===== config.mk =====
export PLATFORM = sky130hd
export DESIGN_NAME = axi_rd_arbiter_rr
export DESIGN_NICKNAME = d
export VERILOG_FILES = /design/src/rtl/axi_rd_arbiter_rr.sv
export SDC_FILE = /design/constraint.sdc
export NUM_CORES = 1
export LEC_CHECK = 0
export CORE_AREA = 2 2 135 137
export CTS_CLUSTER_DIAMETER = 100
export CTS_CLUSTER_SIZE = 30
export DETAILED_ROUTE_END_ITERATION = 12
export DIE_AREA = 0 0 137 139
export PLACE_DENSITY = 0.58
export SLEW_MARGIN = 10
export SYNTH_ARGS = -nofsm -noshare
export SYNTH_HDL_FRONTEND = slang
export SYNTH_SLANG_ARGS = --single-unit

===== constraint.sdc =====
create_clock -name I_clk -period 2.3 [get_ports I_clk]
set_input_delay 0.46 -clock I_clk [delete_from_list [all_inputs] [get_ports I_clk]]
set_output_delay 0.46 -clock I_clk [all_outputs]
set_load 0.05 [all_outputs]

===== src/rtl/axi_rd_arbiter_rr.sv =====
// axi_rd_arbiter_rr
// Round-robin arbiter that shares one AXI4 read port among NCH read masters.
// One transaction is in flight at a time. The granted channel's AR beat is
// forwarded upstream, and the R burst is routed back to that channel only.
// Each R burst is checked against its ARLEN. A mismatch raises a sticky error.
//
// Ports:
//   I_clk, I_rst          clock (rising edge), async active-high reset
//   I_axi_r*/O_axi_rready upstream R channel
//   O_axi_ar*/I_axi_arready upstream AR channel
//   I_ch_ar*/O_ch_arready per-channel AR requests, channel k at slice k
//   O_ch_r*/I_ch_rready   per-channel R responses, channel k at slice k
//   O_grant               index of the channel currently owning the port
//   O_busy                high whenever the arbiter is not idle
//   I_err_clr/O_burst_err sticky RLAST/length mismatch flag and its clear
module axi_rd_arbiter_rr #(
  parameter  int NCH = 2,
  parameter  int AW  = 32,
  parameter  int DW  = 64,
  localparam int GW  = (NCH > 1) ? $clog2(NCH) : 1
) (
  input  logic              I_clk,
  input  logic              I_rst,
  input  logic [DW-1:0]     I_axi_rdata,
  input  logic              I_axi_rvalid,
  input  logic              I_axi_rlast,
  output logic              O_axi_rready,
  output logic [AW-1:0]     O_axi_araddr,
  input  logic              I_axi_arready,
  output logic              O_axi_arvalid,
  output logic [7:0]        O_axi_arlen,
  output logic [2:0]        O_axi_arsize,
  output logic [1:0]        O_axi_arburst,
  input  logic [NCH*AW-1:0] I_ch_araddr,
  input  logic [NCH-1:0]    I_ch_arvalid,
  input  logic [NCH*8-1:0]  I_ch_arlen,
  input  logic [NCH*3-1:0]  I_ch_arsize,
  input  logic [NCH*2-1:0]  I_ch_arburst,
  output logic [NCH-1:0]    O_ch_arready,
  output logic [NCH*DW-1:0] O_ch_rdata,
  output logic [NCH-1:0]    O_ch_rvalid,
  output logic [NCH-1:0]    O_ch_rlast,
  input  logic [NCH-1:0]    I_ch_rready,
  output logic [GW-1:0]     O_grant,
  output logic              O_busy,
  input  logic              I_err_clr,
  output logic              O_burst_err
);

  typedef enum logic [1:0] {S_IDLE, S_AR, S_RD} state_t;

  state_t        state, state_nxt;
  logic [GW-1:0] grant, grant_nxt;
  logic [GW-1:0] rr_ptr, rr_nxt;
  logic [7:0]    beat_cnt, beat_nxt;
  logic          burst_err, err_set;

  logic [GW-1:0] pick;
  logic          found;
  logic [GW-1:0] grant_inc;

  logic          g_arvalid, g_rready;
  logic [AW-1:0] g_araddr;
  logic [7:0]    g_arlen;
  logic [2:0]    g_arsize;
  logic [1:0]    g_arburst;

  // Select the granted channel's request fields. A compare loop is used
  // instead of a computed slice, so a grant index >= NCH can never
  // address past the bus when NCH is not a power of two.
  always_comb begin
    g_arvalid = 1'b0;
    g_rready  = 1'b0;
    g_araddr  = '0;
    g_arlen   = '0;
    g_arsize  = '0;
    g_arburst = '0;
    for (int k = 0; k < NCH; k++) begin
      if (grant == GW'(k)) begin
        g_arvalid = I_ch_arvalid[k];
        g_rready  = I_ch_rready[k];
        g_araddr  = I_ch_araddr[k*AW +: AW];
        g_arlen   = I_ch_arlen[k*8 +: 8];
        g_arsize  = I_ch_arsize[k*3 +: 3];
        g_arburst = I_ch_arburst[k*2 +: 2];
      end
    end
  end

  // Scan starting at rr_ptr. The first requester found wins. rr_ptr
  // points one past the last served channel, so that channel is checked last.
  always_comb begin
    found = 1'b0;
    pick  = rr_ptr;
    for (int i = 0; i < NCH; i++) begin
      if (!found && I_ch_arvalid[(int'(rr_ptr) + i) % NCH]) begin
        found = 1'b1;
        pick  = GW'((int'(rr_ptr) + i) % NCH);
      end
    end
  end

  assign grant_inc = (grant == GW'(NCH - 1)) ? '0 : grant + GW'(1);

  // Next-state logic and datapath routing. Routing is active only in AR
  // (address) and RD (data). In IDLE every output stays quiet.
  always_comb begin
    state_nxt     = state;
    grant_nxt     = grant;
    rr_nxt        = rr_ptr;
    beat_nxt      = beat_cnt;
    err_set       = 1'b0;
    O_axi_arvalid = 1'b0;
    O_axi_araddr  = '0;
    O_axi_arlen   = '0;
    O_axi_arsize  = '0;
    O_axi_arburst = '0;
    O_axi_rready  = 1'b0;
    O_ch_arready  = '0;
    O_ch_rdata    = '0;
    O_ch_rvalid   = '0;
    O_ch_rlast    = '0;

    case (state)
      S_IDLE: begin
        if (found) begin
          grant_nxt = pick;
          state_nxt = S_AR;
        end
      end

      S_AR: begin
        O_axi_arvalid = g_arvalid;
        O_axi_araddr  = g_araddr;
        O_axi_arlen   = g_arlen;
        O_axi_arsize  = g_arsize;
        O_axi_arburst = g_arburst;
        for (int k = 0; k < NCH; k++)
          O_ch_arready[k] = (grant == GW'(k)) & I_axi_arready;
        // The master withdrew its request before the handshake. Drop the
        // grant, and leave rr_ptr alone because nothing was served.
        if (!g_arvalid) begin
          state_nxt = S_IDLE;
        end else if (I_axi_arready) begin
          beat_nxt  = g_arlen;
          rr_nxt    = grant_inc;
          state_nxt = S_RD;
        end
      end

      S_RD: begin
        O_axi_rready = g_rready;
        for (int k = 0; k < NCH; k++) begin
          if (grant == GW'(k)) begin
            O_ch_rdata[k*DW +: DW] = I_axi_rdata;
            O_ch_rvalid[k]         = I_axi_rvalid;
            O_ch_rlast[k]          = I_axi_rlast;
          end
        end
        // beat_cnt holds the beats still owed after the current one. It must be
        // zero exactly when RLAST arrives. An extra beat saturates at zero.
        if (I_axi_rvalid && g_rready) begin
          if (I_axi_rlast) begin
            state_nxt = S_IDLE;
            err_set   = (beat_cnt != 8'd0);
          end else if (beat_cnt == 8'd0) begin
            err_set = 1'b1;
          end else begin
            beat_nxt = beat_cnt - 8'd1;
          end
        end
      end

      default: state_nxt = S_IDLE;
    endcase
  end

  // State registers. A new error takes priority over a clear in the same cycle.
  always_ff @(posedge I_clk or posedge I_rst) begin
    if (I_rst) begin
      state     <= S_IDLE;
      grant     <= '0;
      rr_ptr    <= '0;
      beat_cnt  <= '0;
      burst_err <= 1'b0;
    end else begin
      state    <= state_nxt;
      grant    <= grant_nxt;
      rr_ptr   <= rr_nxt;
      beat_cnt <= beat_nxt;
      if (err_set)
        burst_err <= 1'b1;
      else if (I_err_clr)
        burst_err <= 1'b0;
    end
  end

  assign O_grant     = grant;
  assign O_busy      = (state != S_IDLE);
  assign O_burst_err = burst_err;

endmodule


# Word level (Yosys, flattened, before mapping)
# Cells that the tools add are included.
# totals
ff_bits,13
input_bits,164
output_inout_bits,184
# classes
add_sub_neg,3
n_lt_le_gt_ge,2
eq_ne,10
muxes,49
n_bitwise,4
n_reduce_logical,13
# op_table
operator,count
two-way mux 128 bit,1
two-way mux 64 bit,2
two-way mux 32 bit,2
two-way mux 8 bit,7
two-way mux 1 bit,23
two-way mux 2 bit,10
case mux 8 bit (2 select lines),1
"!= test 2 bit, second input constant",7
logical NOT 8 bit,1
nonzero test 8 bit,1
"subtractor 8 x 1 -> 8 bit, second input constant",1
two-way mux 3 bit,2
case mux 2 bit (3 select lines),1
AND reduction 6 bit,1
nonzero test 2 bit,3
AND reduction 4 bit,1
"less-than comparator 2 x 3 -> 1 bit, second input constant",1
"!= test 3 bit, second input constant",1
AND reduction 3 bit,1
"adder 1 bit, second input constant",2
bitwise AND 1 bit,2
"== test 2 x 1 -> 1 bit, second input constant",1
"== test 2 bit, second input constant",1
logical AND 1 bit,2
other kinds (6),6

# Longest topological paths before layout
# depth
word_depth,9
ltp_mapped,6
ltp_nobuf,6

# Worst setup path after synthesis
# Ideal clock, no wire load.
# synth_path
kind,flip-flop to output port
start,register grant (netlist: O_grant)
end,output O_axi_araddr[0]
arrival_time_ns,2.087
required_time_ns,1.840
path_slack_ns,-0.247
stages_incl_launch_ff,6
n_path_buf,3
cell_sequence,dfrtp_1 buf_6 buf_2 buf_2 mux2i_1 nor2_1
# synth_between
elab_chain_len,2
# synth_lines
item,line_no,source
"start, declared",53,"logic [GW-1:0] grant, grant_nxt;"
"start signal, assigned",188,grant <= grant_nxt;
two-way mux 32 bit,79,if (grant == GW'(k)) begin
two-way mux 32 bit,124,case (state)
"end, declared",28,"output logic [AW-1:0] O_axi_araddr,"
# Every way passes these cells.

# Final worst setup path
# layout_path
start,register grant (netlist: O_grant)
end,output O_axi_araddr[17]
# The elaborated chain is that of the path after synthesis.

==> key figures <==
Clocking
  – Clk buf depth: 2
  – Hold_buf cts: 0
  – Worst-Skew Late Latency: 0.24 ns
  – Post-CTS sizing: 0
  – Postcts setup bufs: 0
  – CTS tree: done
  – CTS buffer count: 3
  – Root Buffer Master: clkbuf_16
  – CTS H-tree depth: 1
  – Clock net sink count: 13
  – Clk slew on worst S/H paths: 0.05 ns

Layout
  – Register area: 329 sq um
  – Design Area, Final: 8080 sq um
  – FILL cells: 1,628
  – Nets: 859
  – Area delta synth->final: 219%
  – ANT cells: 0
  – Share of layout cells above drive strength 1: 42.1%
  – Multi-input gate area: 2290 sq um
  – Non-filler cells, final: 921

Floorplanning
  – Die ar.: 19,000 sq um
  – Die X: 137 um
  – Cell Rows: 49
  – Initial core utilization: 14.3%
  – I/O pins: 348
  – Die height: 139 um
  – Floorplan core area: 17,700 sq um

Synth
  – Mean post-synth cell area: 6.92 sq um
  – Cells after Synth: 366
  – Most common cell in the netlist: and3_1
  – Asr flop ratio synth: 100%
  – Most common library cells after synthesis: and3_1 (132), nor2_1 (57), mux2i_1 (46)
  – Synth Net Count: 532
  – Seq cells post-synth: 13
  – Largest area contributor in the netlist: and3_1
  – Largest cells by area after synthesis: and3_1 (33%), mux2i_1 (18%), dfrtp_1 (13%), nor2_1 (8.4%), clkbuf_1 (5.6%)
  – Dominant synthesized flop cell: dfrtp_1
  – Sequential share of the synthesized area: 12.8%
  – Unique masters post-synth: 45
  – Synth warn: 0
  – Synthesized area: 2530 sq um
  – Post-synth EDFFs: 0
  – Post-synth top area share: 32.6%

Routing
  – Post-route ant nets: 0
  – Vias post-DR: 4,032
  – DR WL/cell: 17.8 um
  – Routed WL: 16.4 mm
  – DRC viols: 0
  – Vias per cell: 4.38
  – 1st-iter DRT viols: 157
  – Pre-Repair DR Iteration Count: 5

GRT
  – GRT Overall Usage: 16.1%
  – Initial antenna violation count: 0
  – Vias in the first global route: 3,991
  – Global route overflow: 0
  – First-pass GRT wire length: 24.4 mm
  – Largest net degree at the start of global routing: 68

Worst setup path
  – Worst-path fanout max: 44
  – Critical path class: reg2out
  – Data arrival, critical path: 1.75 ns
  – WP data required: 1.84 ns
  – Crit-path max cell delay: 0.64 ns
  – Setup crit start kind: flop
  – CP max stage cell: dfrtp_4
  – Crit end category: output pin
  – CP cell instances: buf_12 -> mux2i_1 -> nor2_4 -> buf_4

Timing
  – Worst Skew: 0.00393 ns
  – Setup_tns: 0 ns
  – Setup violators final: 0
  – Final Max Tran Viols: 0
  – Slew headroom: 63.6%
  – Unrepaired setup endpoints after global routing: no
  – Worst hold-check slack: 0.501 ns
  – Period utilization: 96.2%
  – Achievable frequency: 452 MHz
  – Worst-Margin Slew: 0.545 ns
  – Minimum clock period: 2.21 ns
  – Final Hold Viols: 0

Placement
  – Final Wtd Congestion: 0.854
  – Detailed placer's ending HPWL: 13.8 mm
  – # port buffers: 347
  – Post-Place Cells: 917
  – Area after DPL: 8000 sq um

Pwr
  – Power Density: 1100 nW/um^2
  – Lkg Pwr: 3.69 nW
  – IR drop worst, VDD: 739 uV

Hold path
  – Hold Path Class: reg2reg

Run
  – Max-Cap Viols: 0

Run status
  – Status: finished, final reports clean
-- per-layer routing --
| metal | global-route usage (%) | wire (um) |
|---|---|---|
| met5 | 0 | 0 |
| met4 | 2.01 | 207 |
| met3 | 1.79 | 1120 |
| met2 | 31.9 | 9040 |
| met1 | 18.6 | 5990 |
-- critical path: cells and delay by family, from the launching register on --
family        cells  cell delay (ns)
simple gates      1             0.04
mux               1             0.33
buf+inv           2             0.47
flops             1             0.64
-- kinds of logic after synthesis --
| logic type | share of synthesized area (%) |
|---|---|
| muxes | 18.7 |
| and+or+nand+nor | 48.9 |
| DFF | 12.8 |
| xor gates and xnor gates | 0.346 |
| AOI/OAI and AO/OA | 9.83 |
| adders and majority gates | 0.988 |
| buffers and inverters | 8.35 |
-- cell usage in the layout (no fill, tap or decap), types with 2 or more instances in the layout --
cell type	netlist	layout
or4_4	2	2
inv_1	9	9
dfrtp_1	13	12
and3_1	132	92
nand2b_1	4	3
o22a_1	5	5
clkdlybuf4s50_1	0	164
o221ai_1	2	2
nor4_1	2	2
nor3_1	2	2
buf_12	0	152
o22ai_1	2	2
nand3_1	3	3
o2bb2ai_1	2	2
buf_4	0	50
nor2_2	0	5
nor2_1	57	23
nand4_1	2	2
o32a_1	2	2
mux2i_1	46	46
nand2_1	7	7
o21ai_0	2	2
and3_2	0	40
ha_1	2	2
o21ai_1	2	2
clkbuf_16	0	3
a31oi_1	2	2
nor2_4	1	30
a22oi_1	2	2
-- flip-flops by register name, summed over array words and instances, names as in the netlist --
register	count
O_burst_err	1
beat_cnt	8
state	2
O_grant	1
rr_ptr	1
-- layout make-up --
type                       count  area share [%]
multi-input combinational    300            28.4
inverter                       9           0.418
clock buffer                   3           0.929
timing repair buffer         366            62.6
clock inverter                 1          0.0619
sequential                    13            4.07
tap                          229            3.55
-- power by group --
part           internal [mW]  switching, mW  leakage, nW
Clock                  0.232          0.104       0.0409
Sequential             0.346          0.225        0.158
Combinational           3.25           4.70         3.49
Total                   3.82           5.02         3.69
-- through the flow --
step,utilization [%],setup slack [ns],power [mW]
3_3_place_gp,45.3,0.123,8.44
5_1_grt,45.8,0.00457,9.27
3_5_place_dp,45.3,0.111,8.56
2_1_floorplan,-,-0.150,5.20
4_1_cts,45.8,0.0736,8.91
6_report,45.8,0.0876,8.85
-- path summary, 6_finish.rpt --
check,start,to,slack (ns),cells after the start
worst max register to register,O_grant,beat_cnt[2],0.34,4
worst min-delay path,rr_ptr,rr_ptr,0.50,2
worst max-delay path,O_grant,O_axi_araddr[17],0.09,4
worst min register to register,rr_ptr,rr_ptr,0.50,2
max in group asynchronous,I_rst,O_grant,1.33,2
min in group asynchronous,I_rst,beat_cnt[1],0.56,2
(Power assumes the default switching activity.)
